===== src/rtl/ifu_pkg.sv =====
// Instruction-fetch front-end shared types and constants.
//   XLEN        : PC / target width
//   ADDR_SIZE   : predictor lookup tag width
//   INSTR_BYTES : bytes per fetched instruction word
//   fq_entry_t  : one fetch-queue slot (request metadata + returned instruction)
//   sat_inc     : saturating 32-bit increment for the optional perf counters
package ifu_pkg;

  localparam int unsigned XLEN        = 32;
  localparam int unsigned ADDR_SIZE   = 8;
  localparam int unsigned ILEN        = 32;
  localparam int unsigned INSTR_BYTES = 4;

  typedef enum logic [0:0] {
    FETCH = 1'b0,
    FLUSH = 1'b1
  } fetch_state_e;

  typedef struct packed {
    logic [XLEN-1:0]      pc;
    logic [ADDR_SIZE-1:0] tag;
    logic                 pred_dir;
    logic [XLEN-1:0]      pred_target;
    logic [ILEN-1:0]      instr;
    logic                 filled;
  } fq_entry_t;

  // Increment that sticks at all-ones instead of wrapping.
  function automatic logic [31:0] sat_inc(input logic [31:0] v);
    return (v == 32'hFFFF_FFFF) ? v : v + 32'(1);
  endfunction

endpackage


===== src/rtl/fetch_queue.sv =====
// Circular fetch queue with three pointers:
//   alloc_ptr : next free slot, written when a request is accepted
//   fill_ptr  : oldest allocated slot still waiting for its response
//   pop_ptr   : head slot presented to decode
// Pointers carry one extra wrap bit so full/empty and the outstanding count
// fall out of plain subtraction.
// Ports:
//   clk, rst_n       : clock, synchronous active-low reset
//   flush            : drop every entry (has priority over alloc/fill/pop)
//   alloc, alloc_entry : allocate tail slot with request metadata
//   fill, fill_instr : write instruction into the oldest unfilled slot
//   pop              : retire the head slot
//   head             : head slot contents
//   count            : slots allocated and not yet popped
//   pending          : slots allocated and not yet filled
module fetch_queue
  import ifu_pkg::*;
#(
  parameter int unsigned FQ_DEPTH = 4
) (
  input  logic                           clk,
  input  logic                           rst_n,
  input  logic                           flush,
  input  logic                           alloc,
  input  fq_entry_t                      alloc_entry,
  input  logic                           fill,
  input  logic [ILEN-1:0]                fill_instr,
  input  logic                           pop,
  output fq_entry_t                      head,
  output logic [$clog2(FQ_DEPTH):0]      count,
  output logic [$clog2(FQ_DEPTH):0]      pending
);

  localparam int unsigned PW = $clog2(FQ_DEPTH);
  localparam int unsigned CW = PW + 1;

  fq_entry_t       mem [FQ_DEPTH];
  logic [CW-1:0]   alloc_ptr;
  logic [CW-1:0]   fill_ptr;
  logic [CW-1:0]   pop_ptr;

  // Slot storage and pointers; alloc, fill and pop always touch distinct slots.
  always_ff @(posedge clk) begin
    if (!rst_n) begin
      alloc_ptr <= '0;
      fill_ptr  <= '0;
      pop_ptr   <= '0;
      for (int i = 0; i < FQ_DEPTH; i++) mem[i] <= '0;
    end else if (flush) begin
      alloc_ptr <= '0;
      fill_ptr  <= '0;
      pop_ptr   <= '0;
      for (int i = 0; i < FQ_DEPTH; i++) mem[i].filled <= 1'b0;
    end else begin
      if (alloc) begin
        mem[alloc_ptr[PW-1:0]] <= alloc_entry;
        alloc_ptr              <= alloc_ptr + CW'(1);
      end
      if (fill) begin
        mem[fill_ptr[PW-1:0]].instr  <= fill_instr;
        mem[fill_ptr[PW-1:0]].filled <= 1'b1;
        fill_ptr                     <= fill_ptr + CW'(1);
      end
      if (pop) begin
        mem[pop_ptr[PW-1:0]].filled <= 1'b0;
        pop_ptr                     <= pop_ptr + CW'(1);
      end
    end
  end

  assign head    = mem[pop_ptr[PW-1:0]];
  assign count   = alloc_ptr - pop_ptr;
  assign pending = alloc_ptr - fill_ptr;

endmodule


===== src/rtl/ifu_fetch_ctrl.sv =====
// Instruction-fetch controller: owns the fetch PC, looks up the branch
// predictor, issues in-order imem requests, buffers responses with their
// prediction metadata for decode, and drains in-flight fetches on redirect.
// Optional build macro FETCH_PERF_EN adds saturating perf counters.
// Ports:
//   clk, rst_n          : clock, synchronous active-low reset
//   bp_tag_o            : predictor lookup tag, pc[ADDR_SIZE+1:2]
//   bp_dir_i/target_i   : prediction for the current pc
//   imem_req_*          : request valid/ready and word-aligned address
//   imem_rsp_*          : in-order response valid and instruction word
//   dec_*               : head-of-queue instruction with pc/tag/prediction
//   exu_redirect_*      : redirect strobe and target pc
//   perf_*_o            : (FETCH_PERF_EN) accepted requests, redirects,
//                         cycles in FETCH blocked by full queue or !ready
module ifu_fetch_ctrl
  import ifu_pkg::*;
#(
  parameter int unsigned     FQ_DEPTH = 4,
  parameter logic [XLEN-1:0] RESET_PC = 32'h0000_0000
) (
  input  logic                 clk,
  input  logic                 rst_n,
  output logic [ADDR_SIZE-1:0] bp_tag_o,
  input  logic                 bp_dir_i,
  input  logic [XLEN-1:0]      bp_target_i,
  output logic                 imem_req_valid_o,
  input  logic                 imem_req_ready_i,
  output logic [XLEN-1:0]      imem_addr_o,
  input  logic                 imem_rsp_valid_i,
  input  logic [ILEN-1:0]      imem_rsp_data_i,
  output logic                 dec_valid_o,
  input  logic                 dec_ready_i,
  output logic [ILEN-1:0]      dec_instr_o,
  output logic [XLEN-1:0]      dec_pc_o,
  output logic [ADDR_SIZE-1:0] dec_tag_o,
  output logic                 dec_pred_dir_o,
  output logic [XLEN-1:0]      dec_pred_target_o,
  input  logic                 exu_redirect_i,
  input  logic [XLEN-1:0]      exu_redirect_pc_i
`ifdef FETCH_PERF_EN
  ,
  output logic [31:0]          perf_fetch_o,
  output logic [31:0]          perf_flush_o,
  output logic [31:0]          perf_stall_o
`endif
);

  localparam int unsigned CW = $clog2(FQ_DEPTH) + 1;

  fetch_state_e    state;
  fetch_state_e    state_next;
  logic [XLEN-1:0] pc;
  logic [XLEN-1:0] pc_next;
  logic [CW-1:0]   drop_cnt;
  logic [CW-1:0]   drop_next;
  logic [CW-1:0]   drop_sum;
  logic [CW-1:0]   fq_count;
  logic [CW-1:0]   fq_pending;
  logic            accept;
  logic            fill;
  logic            pop;
  fq_entry_t       alloc_entry;
  fq_entry_t       head;

  // State register.
  always_ff @(posedge clk) begin
    if (!rst_n) state <= FETCH;
    else        state <= state_next;
  end

  // PC and in-flight drop counter.
  always_ff @(posedge clk) begin
    if (!rst_n) begin
      pc       <= RESET_PC;
      drop_cnt <= '0;
    end else begin
      pc       <= pc_next;
      drop_cnt <= drop_next;
    end
  end

  // Next state, drop count and next pc. A response arriving with the redirect
  // is already home, so it is not counted as one to drop.
  always_comb begin
    state_next = state;
    drop_next  = drop_cnt;
    pc_next    = pc;
    drop_sum   = drop_cnt + fq_pending;
    if (exu_redirect_i) begin
      pc_next    = {exu_redirect_pc_i[XLEN-1:2], 2'b00};
      drop_next  = (imem_rsp_valid_i && drop_sum != '0) ? drop_sum - CW'(1) : drop_sum;
      state_next = (drop_next != '0) ? FLUSH : FETCH;
    end else begin
      if (accept) begin
        pc_next = bp_dir_i ? {bp_target_i[XLEN-1:2], 2'b00} : pc + XLEN'(INSTR_BYTES);
      end
      if (state == FLUSH) begin
        if (imem_rsp_valid_i && drop_cnt != '0) drop_next = drop_cnt - CW'(1);
        state_next = (drop_next == '0) ? FETCH : FLUSH;
      end
    end
  end

  // Request and queue control decode.
  always_comb begin
    imem_req_valid_o = 1'b0;
    accept           = 1'b0;
    fill             = 1'b0;
    pop              = 1'b0;
    if (rst_n && state == FETCH && !exu_redirect_i && fq_count < CW'(FQ_DEPTH)) begin
      imem_req_valid_o = 1'b1;
    end
    accept = imem_req_valid_o && imem_req_ready_i;
    fill   = imem_rsp_valid_i && state == FETCH && !exu_redirect_i;
    pop    = head.filled && dec_ready_i && !exu_redirect_i;
  end

  assign bp_tag_o    = pc[ADDR_SIZE+1:2];
  assign imem_addr_o = pc;

  always_comb begin
    alloc_entry             = '0;
    alloc_entry.pc          = pc;
    alloc_entry.tag         = pc[ADDR_SIZE+1:2];
    alloc_entry.pred_dir    = bp_dir_i;
    alloc_entry.pred_target = bp_target_i;
  end

  fetch_queue #(
    .FQ_DEPTH (FQ_DEPTH)
  ) u_fq (
    .clk         (clk),
    .rst_n       (rst_n),
    .flush       (exu_redirect_i),
    .alloc       (accept),
    .alloc_entry (alloc_entry),
    .fill        (fill),
    .fill_instr  (imem_rsp_data_i),
    .pop         (pop),
    .head        (head),
    .count       (fq_count),
    .pending     (fq_pending)
  );

  assign dec_valid_o       = head.filled;
  assign dec_instr_o       = head.instr;
  assign dec_pc_o          = head.pc;
  assign dec_tag_o         = head.tag;
  assign dec_pred_dir_o    = head.pred_dir;
  assign dec_pred_target_o = head.pred_target;

`ifdef FETCH_PERF_EN
  // Saturating performance counters.
  always_ff @(posedge clk) begin
    if (!rst_n) begin
      perf_fetch_o <= '0;
      perf_flush_o <= '0;
      perf_stall_o <= '0;
    end else begin
      if (accept)         perf_fetch_o <= sat_inc(perf_fetch_o);
      if (exu_redirect_i) perf_flush_o <= sat_inc(perf_flush_o);
      if (state == FETCH && !exu_redirect_i &&
          (fq_count == CW'(FQ_DEPTH) || !imem_req_ready_i)) begin
        perf_stall_o <= sat_inc(perf_stall_o);
      end
    end
  end
`endif

  // A response must always belong to a live or a dropped request.
  a_rsp_expected: assert property (@(posedge clk) disable iff (!rst_n)
    imem_rsp_valid_i |-> (fq_pending != '0 || drop_cnt != '0));

endmodule


===== config.mk =====
export PLATFORM = sky130hd
export DESIGN_NAME = ifu_fetch_ctrl
export DESIGN_NICKNAME = d
export VERILOG_FILES = /design/src/rtl/ifu_pkg.sv /design/src/rtl/fetch_queue.sv /design/src/rtl/ifu_fetch_ctrl.sv
export SDC_FILE = /design/constraint.sdc
export NUM_CORES = 1
export LEC_CHECK = 0
export ABC_AREA = 0
export BUFFER_PORTS_ARGS = -buffer_cell sky130_fd_sc_hd__buf_2
export CAP_MARGIN = 10
export CORE_MARGIN = 3
export CORE_UTILIZATION = 29
export CTS_CLUSTER_SIZE = 24
export DETAILED_ROUTE_END_ITERATION = 12
export GPL_ROUTABILITY_DRIVEN = 0
export SYNTH_ARGS = -nofsm -noshare
export SYNTH_HDL_FRONTEND = slang
export SYNTH_SLANG_ARGS = --single-unit

===== constraint.sdc =====
create_clock -name clk -period 13.95 [get_ports clk]
set_input_delay 1.395 -clock clk [delete_from_list [all_inputs] [get_ports clk]]
set_output_delay 1.395 -clock clk [all_outputs]
set_load 0.005 [all_outputs]

==> run summary, run 1 <==
Synth Area in Adders = 1.45%
Initial Util = 29.5%
Worst Hold Class = register to register
Compound-Gate Fraction of Synth Area = 4.00%
Largest family of logic cells by synthesized area = simple AND/OR/NAND/NOR gates
Final setup skew = 0.0247 ns
Synth Register Bits = 429
Die H = 268 um
CTS-repair resized insts = 0
Antenna-violating nets left = 0
YS warnings = 0
Worst Path Required = 14.15 ns
First-pass GRT wire length = 85000 um
Slew Limit Fails = 0
M1 WL = 25000 um
Unique masters post-synth = 57
Crit end category = register
Post-Route WL = 58500 um
Setup_tns = 0 ns
Placed insts = 2419
Syn avg cell area = 13.9 um2
Relative slew slack = 29.3%
Final hold vios = 0
Top sig layer = met5
Xor and xnor area share after synthesis = 1.12%
Max VDD drop = 0.104 mV
Critical path, cell by cell = buf_2 > buf_4 > nand4bb_1 > nor2b_1 > mux2_8 > nand2_1 > nand2_4 > buf_4
Crit Path Category = input port to register
Global Route Usage Sum = 15.8%
Critical path's top delay family = simple AND/OR/NAND/NOR gates
Detailed-route DRC error count = 0
PD cells = 134 nW/um2
Tcrit/Tclk final = 33.0%
1st-pass router iterations = 5
Via/cell ratio = 5.10
Largest net degree at the start of global routing = 190
Row Count = 95
I/O pin total = 250
Max Fclk = 217 MHz
Antenna violations before repair = 5
WL/cell = 23.3 um
Bufs and invs on worst path = 3
CTS Buffer Depth = 3
Slew @ Worst Pin = 1.06 ns
CTS tree = built
# setup viols final = 0
Most used DFF post-synth = edfxtp_1
Num Clock Sinks = 429
Clock insertion delay at the later pin of the skew report = 0.59 ns
Asr flop ratio synth = 0%
Post-synthesis sequential area ratio = 62.1%
Critical path fanouts, max = 189
CTS Hold Bufs = 0
Fin cells = 2507
Arrival @ worst endpoint = 4.81 ns
Max_cap viols = 0
RSZ-0062 raised after global routing = no
CP max stage delay = 0.82 ns
Port bufs = 243
Layout area overhead = 17.6%
Post-Syn Area = 20000 um2
Vias in the first global route = 12673
Slowest CP cell = mux2_8
Multiplexer share of the synthesized area = 11.2%
Synthesized instance count = 1432
Reg clk slew, reported paths = 0.06 ns
Core area = 67600 um2
Met2 wire len = 28400 um
Met3 Routed Length = 3450 um
CP Launch Type = input port
Most frequent cells in the layout = edfxtp_1, buf_2, and3_1
Minimum clock period = 4.61 ns
Fraction of layout cells with a size suffix above 1 = 27.8%
DR iter-0 viols = 1205
Cts bufs inserted = 47
Leakage = 9.39 nW
Final #Nets = 1720
Vias = 12798
Commonest non-fill, non-tap cell in the layout = edfxtp_1
Die area = 72000 um2
Critical Path Most Common Cell = buf_4
Die W = 268 um
Setup Fix Bufs, Post-CTS = 0
Htree depth = 2
Clock root buffer = clkbuf_16
Outcome = finished, final reports clean
Hpwl dp = 35400 um
Post-synthesis simple-gate area fraction = 16.3%
Number of synthesized flops with an enable pin = 380
Overflow after GRT = 0
-- cell type report --
class,instances,area [um2]
fillers,6509,44100
flip-flops and latches,429,12400
multi-input cells,832,6930
repair buffers,265,1380
clock buffers,57,1240
well taps,873,1090
clock inverters,28,360
inverters,20,75.1
diodes,3,7.51
-- routing by layer --
metal	vias up	GRT usage [%]
li1	5747	-
met1	6565	21.3
met2	404	26.2
met3	80	2.65
met4	2	5.03
met5	-	0
-- state kept, by name, summed over array words and instances, names as in the netlist, named ones only --
register        count
u_fq.alloc_ptr      3
u_fq.mem          384
drop_cnt            3
imem_addr_o        30
u_fq.pop_ptr        3
u_fq.fill_ptr       3
state               1
-- tightest hold or removal path, cell delays in order, from the launching register on --
cell and delay [ns]:
dfxtp_1 0.34, o21ai_0 0.08, a21oi_1 0.06
-- report_power, final --
group          internal (mW)  switching [mW]  leakage [nW]
logic                  0.137           0.195          4.27
clock network          0.769           0.531         0.779
registers               1.47          0.0491          4.34
-- worst paths after layout --
kind	start	endpoint	slack [ns]	depth (start not counted)
min reg2reg	u_fq.alloc_ptr[2]	u_fq.alloc_ptr[2]	0.52	2
min	u_fq.alloc_ptr[2]	u_fq.alloc_ptr[2]	0.52	2
max	exu_redirect_i	u_fq.mem[0][96]	9.34	8
max reg2reg	u_fq.pop_ptr[1]	u_fq.mem[0][96]	10.01	7
-- cells in the mapped netlist (14+ instances only) --
master | count | share of area, %
dfxtp_1 | 49 | 4.9
ha_1 | 20 | 1.3
nor3_1 | 17 | 0.43
clkbuf_1 | 108 | 2.0
a21oi_1 | 15 | 0.38
inv_1 | 20 | 0.38
nor2_1 | 39 | 0.73
mux4_2 | 96 | 11
and2_1 | 133 | 4.2
o211ai_1 | 21 | 0.79
buf_1 | 14 | 0.26
nand3_1 | 25 | 0.63
and3_1 | 239 | 7.5
o21ai_0 | 18 | 0.45
nand2_1 | 59 | 1.1
buf_4 | 20 | 0.75
edfxtp_1 | 380 | 57
-- cells by family after synthesis --
group / after synthesis
compound gates: 114
xor+xnor: 24
fa+ha+maj: 22
buf+inv: 174
flops: 429
mux: 104
other cells: 1
simple gates: 564
-- stage by stage --
stage / cell area, um2 / power, mW / util (%) / worst slack (ns) / hold WS [ns]
2_1_floorplan: 20000 / 1.73 / - / 7.86 / 0.464
3_3_place_gp: 21900 / 1.87 / 32.3 / 8.75 / 0.506
3_5_place_dp: 21900 / 1.88 / 32.3 / 8.68 / 0.517
4_1_cts: 23500 / 3.19 / 34.7 / 9.27 / 0.529
5_1_grt: 23500 / 3.26 / 34.7 / 9.08 / 0.558
6_report: 23500 / 3.15 / 34.7 / 9.34 / 0.524
Power figures use the tool's default switching activity.
==> inputs of run 2 (changes only) <==
Settings changed: ABC_AREA 0 to 1.
Clock period 13.95 ns to 4.5 ns, I/O delays scaled along.
==> run 2 against run 1 <==
  * Sequential cell count unchanged
  * Clock power rose to 3.0 times the previous value
  * First-iteration DRC count up 23%
  * Combinational power rose to 3.1 times the previous value
  * Critical endpoint is now dec_pc_o[15]
==> run summary, run 2 <==
Slew Limit Fails = 0 (unchanged)
Num Clock Sinks = 429 (unchanged)
Commonest non-fill, non-tap cell in the layout = nor2_1
Setup Fix Bufs, Post-CTS = 0 (unchanged)
Relative slew slack = 23.9% (-5.3 points)
CP Launch Type = register
Largest Register = u_fq.mem
Syn avg cell area = 9.31 um2 (-33%)
Post-route cell area = 23300 um2 (-0.60%)
Post-Syn Area = 19900 um2 (-0.14%)
Final #Nets = 2443 (+42%)
Detailed-route DRC error count = 0 (unchanged)
Hpwl dp = 39200 um (+11%)
Final setup skew = 0.0279 ns (+0.00315 ns)
Antenna-violating nets left = 0 (unchanged)
Outcome = finished, final reports clean
Post-Route WL = 64200 um (+9.7%)
Leakage = 9.59 nW (+2.1%)
CTS-repair resized insts = 0 (unchanged)
Hold Startpoint = exu_redirect_pc_i[2]
FF-to-FF setup slack = 1.28 ns (-8.73 ns)
Layout area overhead = 17.1%
Minimum clock period = 3.47 ns
Initial Util = 29.5% (-0.043 points)
Ranking of synthesized cells by area = edfxtp_1, nor2_1, o21ai_0
Via/cell ratio = 4.91 (-3.8%)
Largest net degree at the start of global routing = 129 (-32%)
Combinational fraction of design power = 10.8% (+0.2 points)
Synth Register Bits = 429 (unchanged)
Reg clk slew, reported paths = 0.06 ns (about the same)
Most used DFF post-synth = edfxtp_1
Slew @ Worst Pin = 1.14 ns (+0.0791 ns)
Arrival @ worst endpoint = 3.02 ns (-1.79 ns)
DR iter-0 viols = 1486 (+23%)
Worst Path Required = 4.05 ns (-10.10 ns)
Max Fclk = 288 MHz
Crit Path Category = register to output pin
Most frequent cells in the layout = nor2_1, edfxtp_1, buf_2
Worst Hold Class = input port to register
Die area = 71900 um2 (-0.14%)
Antenna violations before repair = 10 (+5)
Port bufs = 243 (unchanged)
Pint = 7.15 mW (+200%)
Core area = 67600 um2 (unchanged)
CTS Buffer Depth = 3 (unchanged)
Area after DPL = 21800 um2 (-0.21%)
Setup_tns = 0 ns (unchanged)
CTS Hold Bufs = 0 (unchanged)
Number of synthesized flops with an enable pin = 380 (unchanged)
Post-synthesis sequential area ratio = 62.2% (+0.090 points)
Top-area cell type share of the netlist area = 57.2% (+0.082 points)
Final hold vios = 0 (unchanged)
Max_cap viols = 0 (unchanged)
1st-pass router iterations = 8 (+3)
Overflow after GRT = 0 (unchanged)
Clock root buffer = clkbuf_16
Synthesized instance count = 2141 (+50%)
YS warnings = 0 (unchanged)
Clock insertion delay at the later pin of the skew report = 0.58 ns (about the same)
First-pass GRT wire length = 93500 um (+10%)
PD cells = 409 nW/um2 (+210%)
Switching part of the total = 25.2% (+0.56 points)
Leading area contributor after synthesis = edfxtp_1
Synth cell count leaders = nor2_1, edfxtp_1, nand2_1
Max reg flops = 384 (unchanged)
Fraction of layout cells with a size suffix above 1 = 15.4% (-12 points)
Area of the multi-input gates = 6290 um2 (-9.2%)
Max VDD drop = 0.192 mV (+84%)
Cts bufs inserted = 45 (-4.3%)
Asr flop ratio synth = 0% (unchanged)
Global Route Usage Sum = 17.4% (+1.6 points)
Vias in the first global route = 14927 (+18%)
Clk pwr share = 40.4% (-0.9 points)
RSZ-0062 raised after global routing = no
FILL cells = 6896 (+5.9%)
Unique masters post-synth = 31 (-46%)
FF/Latch Area = 12400 um2 (unchanged)
Crit end category = output pin
Die H = 268 um (about the same)
Top-count cell post-synth = nor2_1
FF-to-FF Start = u_fq.pop_ptr[1]
Die W = 268 um (about the same)
Flop pwr share = 48.7% (+0.5 points)
I/O pin total = 250 (unchanged)
WL/cell = 19.9 um (-15%)
Critical path fanouts, max = 115 (-39%)
Sw Pwr = 2.41 mW (+210%)
Htree depth = 2 (unchanged)
CTS tree = built
Vias = 15873 (+24%)
# setup viols final = 0 (unchanged)
Tcrit/Tclk final = 77.0%
Row Count = 95 (unchanged)
## run 2: logic make-up (layout without fill, tap and decap cells)
kind of cell             Yosys count  after routing  synth area share (%)
AND/OR/NAND/NOR                 1045           1045                  20.4
flip-flops                       429            429                  62.2
AO/OA/AOI/OAI                    345            345                  9.31
buffers and inverters            296            506                  6.55
adder cells (fa/ha/maj)           22             22                  1.46
XOR/XNOR                           3              3                 0.132
other                              1              8                0.0188
## run 2: power by group through the flow
stage	Clock [mW]	Sequential, mW	Combinational (mW)
CTS	3.93	4.65	1.05
floorplan	0	4.71	0.612
global placement	0	4.73	1.04
detailed placement	0	4.74	1.04
global route	4.09	4.68	1.16
finish	3.86	4.65	1.04
## run 2: layout make-up
type | count | area share, %
Sequential cell | 429 | 53.1
Multi-Input combinational cell | 1419 | 26.9
Timing Repair Buffer | 274 | 6.37
Clock buffer | 57 | 5.20
Tap cell | 873 | 4.68
Inverter | 149 | 2.42
Clock inverter | 26 | 1.26
Antenna cell | 4 | 0.0429
## run 2: final timing paths
| path | depth (start not counted) | endpoint |
|---|---|---|
| worst max-delay path | 5 | dec_pc_o[15] |
| worst min-delay path | 5 | imem_addr_o[2] |
| worst max register to register | 10 | u_fq.mem[3][33] |
| worst min register to register | 2 | u_fq.mem[0][0] |
## run 2: critical path, cell delays in order (launching register included)
cell and delay (ns):
dfxtp_4 0.57, inv_6 0.74, buf_4 0.46, o21ai_0 0.14, o22ai_1 0.30, buf_2 0.19
## run 2: per-stage QoR
step / hold WS (ns) / worst slack [ns] / std cells / utilization (%) / power [mW]
finish: 0.172 / 1.03 / 3231 / 34.5 / 9.56
global route: 0.187 / 0.864 / 3230 / 34.5 / 9.93
CTS: 0.137 / 0.994 / 3227 / 34.5 / 9.63
detailed placement: 0.473 / 0.959 / 3144 / 32.3 / 5.78
global placement: 0.464 / 0.971 / 3144 / 32.3 / 5.77
floorplan: 0.452 / 1.16 / 2144 / - / 5.32
## run 2: per-layer routing
layer	up-vias	part of all wire [%]	global-route usage, %
li1	7482	-	-
met2	589	46	27.9
met1	7693	43	23.6
met4	4	3.3	6.23
met5	-	0.033	0
met3	105	7.8	3.16
